===== config.mk =====
export PLATFORM = sky130hd
export DESIGN_NAME = wb_read_fifo
export DESIGN_NICKNAME = d
export VERILOG_FILES = /design/src/rtl/wb_read_fifo_pkg.sv /design/src/rtl/wb_read_fifo_ptr.sv /design/src/rtl/wb_read_fifo.sv
export SDC_FILE = /design/constraint.sdc
export NUM_CORES = 1
export LEC_CHECK = 0
export BUFFER_PORTS_ARGS = -buffer_cell sky130_fd_sc_hd__buf_2
export CAP_MARGIN = 20
export CORE_ASPECT_RATIO = 0.8
export CORE_UTILIZATION = 47
export CTS_CLUSTER_SIZE = 10
export DETAILED_ROUTE_END_ITERATION = 12
export PLACE_DENSITY = 0.77
export SETUP_SLACK_MARGIN = 0.3
export SLEW_MARGIN = 25
export SYNTH_ARGS = -nofsm -noshare
export SYNTH_HDL_FRONTEND = slang
export SYNTH_HIERARCHICAL = 1
export SYNTH_SLANG_ARGS = --single-unit

===== constraint.sdc =====
create_clock -name clk_i -period 2.6 [get_ports clk_i]
set_input_delay 0.52 -clock clk_i [delete_from_list [all_inputs] [get_ports clk_i]]
set_output_delay 0.52 -clock clk_i [all_outputs]
set_load 0.005 [all_outputs]

===== src/rtl/wb_read_fifo_pkg.sv =====
// wb_read_fifo_pkg
// Shared types for the pull-style Wishbone read FIFO: the two FSM state
// encodings and the byte type stored in the buffer.
package wb_read_fifo_pkg;

    typedef enum logic {
        F_IDLE,
        F_FETCH
    } fetch_state_t;

    typedef enum logic {
        S_IDLE,
        S_ACK
    } serve_state_t;

    typedef logic [7:0] byte_t;

endpackage


===== src/rtl/wb_read_fifo_ptr.sv =====
// wb_read_fifo_ptr
// Wrapping buffer pointer. Advances by one on every clock where inc_i is
// high and wraps naturally modulo 2**ADDR_WIDTH.
// Ports:
//   clk_i   system clock, rising edge
//   rst_ni  asynchronous active-low reset, pointer returns to 0
//   inc_i   advance the pointer this cycle
//   ptr_o   current pointer value
module wb_read_fifo_ptr #(
    parameter int ADDR_WIDTH = 4
) (
    input  logic                  clk_i,
    input  logic                  rst_ni,
    input  logic                  inc_i,
    output logic [ADDR_WIDTH-1:0] ptr_o
);

    logic [ADDR_WIDTH-1:0] ptr_q;
    logic [ADDR_WIDTH-1:0] ptr_d;

    // Next pointer value; the natural overflow of the adder gives the wrap.
    always_comb begin
        ptr_d = ptr_q;
        if (inc_i) begin
            ptr_d = ptr_q + ADDR_WIDTH'(1);
        end
    end

    // Pointer register, cleared as soon as reset is asserted.
    always_ff @(posedge clk_i or negedge rst_ni) begin
        if (!rst_ni) begin
            ptr_q <= '0;
        end else begin
            ptr_q <= ptr_d;
        end
    end

    assign ptr_o = ptr_q;

endmodule


===== src/rtl/wb_read_fifo.sv =====
// wb_read_fifo
// Pull-style byte FIFO. The upstream Wishbone classic controller fetches
// bytes from a source device whenever there is free space; the downstream
// Wishbone classic device answers consumer read cycles by popping the head.
// Optional feature macro: WB_READ_FIFO_EMPTY_ERR_EN -- when defined, a read
// on an empty FIFO is answered with a one-cycle s_err_o instead of waiting.
// Ports:
//   clk_i    system clock          rst_ni   async active-low reset
//   m_cyc_o  upstream cycle        m_stb_o  upstream strobe
//   m_we_o   upstream write (0)    m_dat_i  upstream read data
//   m_ack_i  upstream acknowledge
//   s_cyc_i  downstream cycle      s_stb_i  downstream strobe
//   s_we_i   downstream write      s_dat_o  downstream read data
//   s_ack_o  downstream ack        s_err_o  downstream error
//   level_o  occupancy 0..DEPTH
module wb_read_fifo
    import wb_read_fifo_pkg::*;
#(
    parameter int ADDR_WIDTH = 4
) (
    input  logic                clk_i,
    input  logic                rst_ni,
    output logic                m_cyc_o,
    output logic                m_stb_o,
    output logic                m_we_o,
    input  logic [7:0]          m_dat_i,
    input  logic                m_ack_i,
    input  logic                s_cyc_i,
    input  logic                s_stb_i,
    input  logic                s_we_i,
    output logic [7:0]          s_dat_o,
    output logic                s_ack_o,
    output logic                s_err_o,
    output logic [ADDR_WIDTH:0] level_o
);

    localparam int                DEPTH      = 2 ** ADDR_WIDTH;
    localparam logic [ADDR_WIDTH:0] FULL_COUNT = (ADDR_WIDTH + 1)'(DEPTH);

    fetch_state_t          fetchState_q;
    fetch_state_t          fetchState_d;
    serve_state_t          serveState_q;
    serve_state_t          serveState_d;
    logic [ADDR_WIDTH:0]   count_q;
    logic [ADDR_WIDTH:0]   count_d;
    byte_t                 mem_q [DEPTH];
    logic [ADDR_WIDTH-1:0] rdPtr;
    logic [ADDR_WIDTH-1:0] wrPtr;
    logic                  sAck_q;
    logic                  sAck_d;
    logic                  sErr_q;
    logic                  sErr_d;
    byte_t                 sDat_q;
    byte_t                 sDat_d;
    logic                  full;
    logic                  empty;
    logic                  push;
    logic                  pop;
    logic                  request;

    assign full  = (count_q == FULL_COUNT);
    assign empty = (count_q == '0);

    // An ack only lands data while we are actually strobing; stray acks
    // in F_IDLE are ignored. The full guard is redundant with the FSM but
    // keeps the no-push-when-full rule local to this line.
    assign push = (fetchState_q == F_FETCH) && m_ack_i && !full;

    // A new consumer request is only recognised while no response pulse is
    // on the bus, so a held request is served once per ack/err pulse.
    assign request = s_cyc_i && s_stb_i && !sAck_q && !sErr_q;
    assign pop     = (serveState_q == S_IDLE) && request && !s_we_i && !empty;

    wb_read_fifo_ptr #(.ADDR_WIDTH(ADDR_WIDTH)) u_rd_ptr (
        .clk_i  (clk_i),
        .rst_ni (rst_ni),
        .inc_i  (pop),
        .ptr_o  (rdPtr)
    );

    wb_read_fifo_ptr #(.ADDR_WIDTH(ADDR_WIDTH)) u_wr_ptr (
        .clk_i  (clk_i),
        .rst_ni (rst_ni),
        .inc_i  (push),
        .ptr_o  (wrPtr)
    );

    // Occupancy: a simultaneous push and pop leaves the count unchanged.
    always_comb begin
        count_d = count_q;
        if (push && !pop) begin
            count_d = count_q + (ADDR_WIDTH + 1)'(1);
        end else if (pop && !push) begin
            count_d = count_q - (ADDR_WIDTH + 1)'(1);
        end
    end

    // Count register and byte storage; reset clears every entry so the
    // buffer never holds stale data from before reset.
    always_ff @(posedge clk_i or negedge rst_ni) begin
        if (!rst_ni) begin
            count_q <= '0;
            for (int i = 0; i < DEPTH; i++) begin
                mem_q[i] <= '0;
            end
        end else begin
            count_q <= count_d;
            if (push) begin
                mem_q[wrPtr] <= m_dat_i;
            end
        end
    end

    // Fetch FSM state register.
    always_ff @(posedge clk_i or negedge rst_ni) begin
        if (!rst_ni) begin
            fetchState_q <= F_IDLE;
        end else begin
            fetchState_q <= fetchState_d;
        end
    end

    // Fetch FSM next state. The strobe is kept up back-to-back after a push
    // unless that push fills the buffer, judged on the post-edge count so a
    // same-cycle pop keeps the fetch going.
    always_comb begin
        fetchState_d = fetchState_q;
        case (fetchState_q)
            F_IDLE: begin
                if (!full) begin
                    fetchState_d = F_FETCH;
                end
            end
            F_FETCH: begin
                if (push && (count_d == FULL_COUNT)) begin
                    fetchState_d = F_IDLE;
                end
            end
            default: fetchState_d = F_IDLE;
        endcase
    end

    // Fetch FSM outputs decode straight from the state register, so they
    // change only on a clock edge or reset.
    always_comb begin
        m_cyc_o = (fetchState_q == F_FETCH);
        m_stb_o = (fetchState_q == F_FETCH);
        m_we_o  = 1'b0;
    end

    // Serve FSM state register together with the registered bus responses.
    always_ff @(posedge clk_i or negedge rst_ni) begin
        if (!rst_ni) begin
            serveState_q <= S_IDLE;
            sAck_q       <= 1'b0;
            sErr_q       <= 1'b0;
            sDat_q       <= '0;
        end else begin
            serveState_q <= serveState_d;
            sAck_q       <= sAck_d;
            sErr_q       <= sErr_d;
            sDat_q       <= sDat_d;
        end
    end

    // Serve FSM next state: any accepted request moves to the one-cycle
    // response state, which always returns to idle.
    always_comb begin
        serveState_d = serveState_q;
        case (serveState_q)
            S_IDLE: begin
                if (request) begin
`ifdef WB_READ_FIFO_EMPTY_ERR_EN
                    serveState_d = S_ACK;
`else
                    if (s_we_i || !empty) begin
                        serveState_d = S_ACK;
                    end
`endif
                end
            end
            S_ACK:   serveState_d = S_IDLE;
            default: serveState_d = S_IDLE;
        endcase
    end

    // Serve FSM response values. Read data is captured with the ack and the
    // pop happens on that same edge. Without the empty-error feature an
    // empty read simply produces nothing, which holds the consumer in wait
    // states until a byte arrives.
    always_comb begin
        sAck_d = 1'b0;
        sErr_d = 1'b0;
        sDat_d = sDat_q;
        if ((serveState_q == S_IDLE) && request) begin
            if (s_we_i) begin
                sErr_d = 1'b1;
            end else if (!empty) begin
                sAck_d = 1'b1;
                sDat_d = mem_q[rdPtr];
            end else begin
`ifdef WB_READ_FIFO_EMPTY_ERR_EN
                sErr_d = 1'b1;
`else
                sErr_d = 1'b0;
`endif
            end
        end
    end

    assign s_ack_o = sAck_q;
    assign s_err_o = sErr_q;
    assign s_dat_o = sDat_q;
    assign level_o = count_q;

endmodule


# ---- Yosys cells after proc, flatten, opt, wreduce, memory -nomap -nowiden
# Cells that the tools add are included.
dict set report word_totals {
  reg_bits 153
  latch_bits 0
  mem_count 0
  mem_bits_ro 0
  output_inout_bits 18
  wordCells 80
  ram_bits 0
  inputBits 14
}
dict set report op_classes {
  n_lt_le_gt_ge 3
  mux 19
  div 0
  shifts 0
  n_bitwise 6
  mul 0
  addsub 4
  n_eq_ne 2
  reduce_logical 22
}
# cell count
set ops {}
lappend ops {{bitwise mux 128 bit} 1}
lappend ops {{binary-select mux 8 bit (select 4 bit)} 1}
lappend ops {{demux 8 bit (select 4 bit)} 1}
lappend ops {{2-to-1 mux 8 bit} 3}
lappend ops {{logical AND 1 bit} 12}
lappend ops {{== test 5 bit, second input constant} 2}
lappend ops {{greater-or-equal comparator 5 bit, second input constant} 2}
lappend ops {{2-to-1 mux 5 bit} 2}
lappend ops {{NOT 4 -> 5 bit} 2}
lappend ops {{2-to-1 mux 1 bit} 9}
lappend ops {{adder 4 x 1 -> 4 bit, second input constant} 2}
lappend ops {{zero test 1 bit} 7}
lappend ops {{adder 5 x 1 -> 5 bit, second input constant} 1}
lappend ops {{zero test 5 bit} 1}
lappend ops {{less-than comparator 5 x 1 -> 1 bit, second input constant} 1}
lappend ops {{subtractor 5 x 1 -> 5 bit, second input constant} 1}
lappend ops {{NOT 1 bit} 4}
lappend ops {{case mux 1 bit (2 select lines)} 2}
lappend ops {{AND reduction 3 bit} 1}
lappend ops {{logical OR 1 bit} 1}

# ---- Depth between registers and ports, before layout
dict set report logic_depth {
  depth_word 13
  mapped_depth 10
  mapped_depth_nobuf 8
}

# ---- Cells and area by module
# The synthesis kept the hierarchy.
# mod cells_each instances area_each_um2 seq_area_each_um2
set modules_own_cells {}
lappend modules_own_cells {wb_read_fifo 418 1 6696.4 3628.5}
lappend modules_own_cells {wb_read_fifo_ptr 11 2 160.2 100.1}

# ---- Worst setup path before layout
# Ideal clock, no wire load.
dict set report synth_path {
  path_type {register to register}
  start {reg count_q[0] (netlist: level_o[0])}
  end {reg mem_q[120] (netlist bit)}
  slack_ns 0.126
  arrival_time_ns 2.349
  setup_ns 0.125
  path_buffers 3
  stages_incl_launch_ff 11
  period_less_slack_ns 2.474
  required_time_ns 2.475
  cell_sequence {dfrtp_1 > inv_1 > ha_1 > nor4bb_1 > or2_0 > buf_2 > or3_1 > buf_2 > or3_1 > buf_6 > mux2_4}
}
dict set report synth_between {
  elab_chain_len 3
}
# item line
set synth_rtl {}
lappend synth_rtl {{start, declared} wb_read_fifo.sv:44} ;# logic [ADDR_WIDTH:0] count_q;
lappend synth_rtl {{start signal, assigned} wb_read_fifo.sv:107} ;# count_q <= count_d;
lappend synth_rtl {{== test 5 bit} wb_read_fifo.sv:61} ;# assign full = (count_q == FULL_COUNT);
lappend synth_rtl {{zero test 1 bit} n/a}
lappend synth_rtl {{logical AND 1 bit} wb_read_fifo.sv:67} ;# assign push = (fetchState_q == F_FETCH) && m_ack_i && !full;
lappend synth_rtl {{end signal, assigned by index} wb_read_fifo.sv:109} ;# mem_q[wrPtr] <= m_dat_i;
lappend synth_rtl {{end, declared} wb_read_fifo.sv:46} ;# byte_t mem_q [DEPTH];
# No other way between the ends.
# A chain may end at the register's enable or synchronous reset.

# ---- Worst setup path after layout
dict set report layout_path {
  start {reg count_q[0] (netlist: level_o[0])}
  end {reg mem_q[60] (netlist bit)}
}
# The elaborated chain is that of the path after synthesis.

==> results.md <==
- CP Buf/Inv Count: 3
- DR WL/cell: 23.3 um
- Post-DP HPWL: between 9 and 10 mm
- Post-synth EDFFs: 0
- Clock Latency Late Sink: 420 ps
- Max-Cap Viols: 0
- Slew @ Worst Pin: 563 ps
- Critical Setup Path Class: flip-flop to flip-flop
- Mapped Nets: 459
- Placer Congestion: between 0.8 and 0.9
- Net Sw Power: 3.35 mW
- Crit-path slowest cell: dfrtp_2
- Core Util, Final: 0.595
- Ratio of cells with drive above 1 in the final layout: 0.605
- Flops & latches, synth: ~150
- Post-Place Worst Slack: 53.1 ps
- Die Height: approximately 110 um
- Clock-pin slew on the worst setup and hold paths: approximately 60 ps
- Core area: 14400 sq um
- Switching share of power: 0.301
- CTS Buffer Depth: 2
- Crit path largest cell delay: a little under 400 ps
- Starting Density: 0.486
- RSZ-0062 raised after global routing: yes
- N_diodes: 0
- Commonest non-fill, non-tap cells in the layout: dfrtp_1 (151), mux2_2 (99), mux2_4 (40), mux4_2 (40), buf_2 (29)
- Commonest non-fill, non-tap cell in the layout: dfrtp_1
- CP top delay family: simple AND/OR/NAND/NOR gates
- Syn Area/Cell: 15.9 sq um
- Netlist cell types: 42
- Clock power share: 0.232
- CP Capture Type: flip-flop
- Post-synthesis sequential area ratio: 0.546
- Fin crit share: 0.895
- Final Critical Period: approximately 2300 ps
- Clock sink count: 153
- Slew HR: 0.625
- CP Cell Sequence: inv_2 -> ha_4 -> nor4bb_4 -> or2_4 -> or3_4 -> buf_4 -> nor2_2 -> buf_6 -> mux2_2
- Detail Route Antenna Nets: 0
- WP data required: about 2900 ps
- # setup viols final: 0
- Failing checks: DRC
- Drt first pass iters: 8
- Async S/R FF share, synth: 1.00
- Non-filler cells, final: 695
- Worst Setup Start Kind: flip-flop
- Arrival time worst endpoint: around 2600 ps
- CTS buffer count: 17
- Die area: about 15000 sq um
- DRC violations left: 7
- Critical path peak fanout: 8
- WHS: roughly 43 ps
- Status: finished, violations left
- Synthesized area: ~7000 sq um
- P_int: ~7.8 mW
- Detailed Route WL: between 15 and 20 mm
- TritonCTS clock tree: done
- Hold Vio Cnt, Final: 0
- VDD IR-drop max: a little under 0.7 mV
- Seq pwr share: 0.385
- Setup TNS: 0 ps
- Iteration-0 DRC Markers: 287
- Tightest Hold Check Type: input port to async pin
- Via count: ~4000
- GR Util All Layers: 0.225
- Power Density: roughly 1300 nW/um^2
- Clock root buffer: clkbuf_16
- Total grt overflow: 0
- Largest net degree at the start of global routing: between 60 and 70
- Max Slew Vio Count: 0
- Cell leakage power: between 3 and 4 nW
- Dpl cells: 650
- H-tree levels: 4
- Worst Slack Setup Final: roughly 270 ps
- Syn. warnings: 6
- Area Overhead vs Synth: 22.4%
- Top_reg_cell synth: dfrtp_1
- Final clock skew: between 8 and 9 ps
- # IOs: 32
- FMAX: 430 MHz
- First-pass GRT wire length: between 20 and 30 mm
- Initial antenna violation count: 0
- Row cnt: 39
- Mapped Cells: 440
- Die X: ~140 um
- Final #Nets: approximately 520
- FILL cells: 1047
- Vias in the first global route: around 4500
- # port buffers: 30
- Vias/cell: between 5 and 6
- Logic pwr share: 0.383
synthesized netlist by cell type, drive strengths merged (3+ instances only):
| cell type | n | area share |
|---|---|---|
| nor3 | 4 | 0.0050 |
| buf | 20 | 0.014 |
| inv | 4 | 0.0021 |
| xor2 | 5 | 0.0062 |
| nand2 | 6 | 0.0032 |
| mux2 | 139 | 0.23 |
| ha | 5 | 0.0089 |
| dfrtp | 153 | 0.55 |
| xnor2 | 7 | 0.0087 |
| clkbuf | 9 | 0.0048 |
| mux4 | 40 | 0.13 |
| nor2 | 15 | 0.012 |
| nand3 | 3 | 0.0021 |
flip-flops by register name, indices dropped and copies added, names as in the netlist:
name	cells
level_o	5
m_cyc_o	1
u_wr_ptr/ptr_o	4
mem_q	128
serveState_q	1
s_ack_o	1
s_err_o	1
u_rd_ptr/ptr_o	4
s_dat_o	8
metrics by stage:
stage / power [mW] / area, sq um
2_1_floorplan: 6.94 / 7040
3_3_place_gp: 7.86 / 7510
3_5_place_dp: 8.07 / 7510
4_1_cts: 10.9 / 8350
5_1_grt: 11.7 / 8590
6_report: 11.1 / 8590
routing by layer:
layer | wire length (um) | global-route usage | vias up
met1 | 7490 | 0.309 | 2239
li1 | - | - | 1754
met4 | 310 | 0.0607 | 0
met2 | 7750 | 0.349 | 94
met3 | 666 | 0.0683 | 24
met5 | 0 | 0 | -
logic make-up (layout without fill, tap and decap cells):
family,after synthesis,after routing,synth area share
compound gates,10,10,0.0112
simple gates,45,45,0.0398
buf+inv,34,105,0.0218
fa+ha+maj,5,5,0.00892
mux,180,180,0.357
xor+xnor,12,12,0.0150
flops,153,153,0.546
other cells,1,1,0.000534
power by group through the flow:
stage | combinational, mW | clock [mW] | sequential (mW)
final | 4.27 | 2.58 | 4.29
after global routing | 4.57 | 2.72 | 4.43
after CTS | 4.03 | 2.62 | 4.25
after detailed placement | 3.82 | 0 | 4.25
after global placement | 3.70 | 0 | 4.16
after floorplan | 2.94 | 0 | 4.00
layout make-up:
class	count	area, sq um	area share
Multi-Input combinational cell	253	3290	0.382
Clock inverter	11	173	0.0201
Tap cell	184	230	0.0268
Inverter	5	22.5	0.00262
Timing Repair Buffer	70	606	0.0705
Sequential cell	153	3830	0.446
Clock buffer	19	443	0.0516
worst register-to-register path: cells and delay by family, from the launching register on:
family | cells | cell delay [ps]
fa+ha+maj | 1 | 160
buf+inv | 3 | 430
flops | 1 | 390
mux | 1 | 360
simple gates | 4 | 890
worst paths after layout:
path | startpoint | end | slack [ps] | depth (start not counted)
worst min-delay path | rst_ni | u_rd_ptr/ptr_o[1] | 40 | 1
worst max register to register | level_o[0] | mem_q[60] | 270 | 9
worst max-delay path | level_o[0] | mem_q[60] | 270 | 9
max in group asynchronous | rst_ni | mem_q[20] | 1820 | 2
min in group clk_i | s_stb_i | serveState_q | 370 | 2
worst min register to register | mem_q[12] | mem_q[12] | 500 | 1
timing repair:
| action | CTS | global route |
|---|---|---|
| resized for setup | 25 | 45 |
| setup endpoints to repair | 131 | 121 |
| hold buffers | 0 | 0 |
| buffers inserted | 10 | 5 |
| pin swaps | 7 | 7 |
Note: power is estimated with default switching activity, not from simulation.
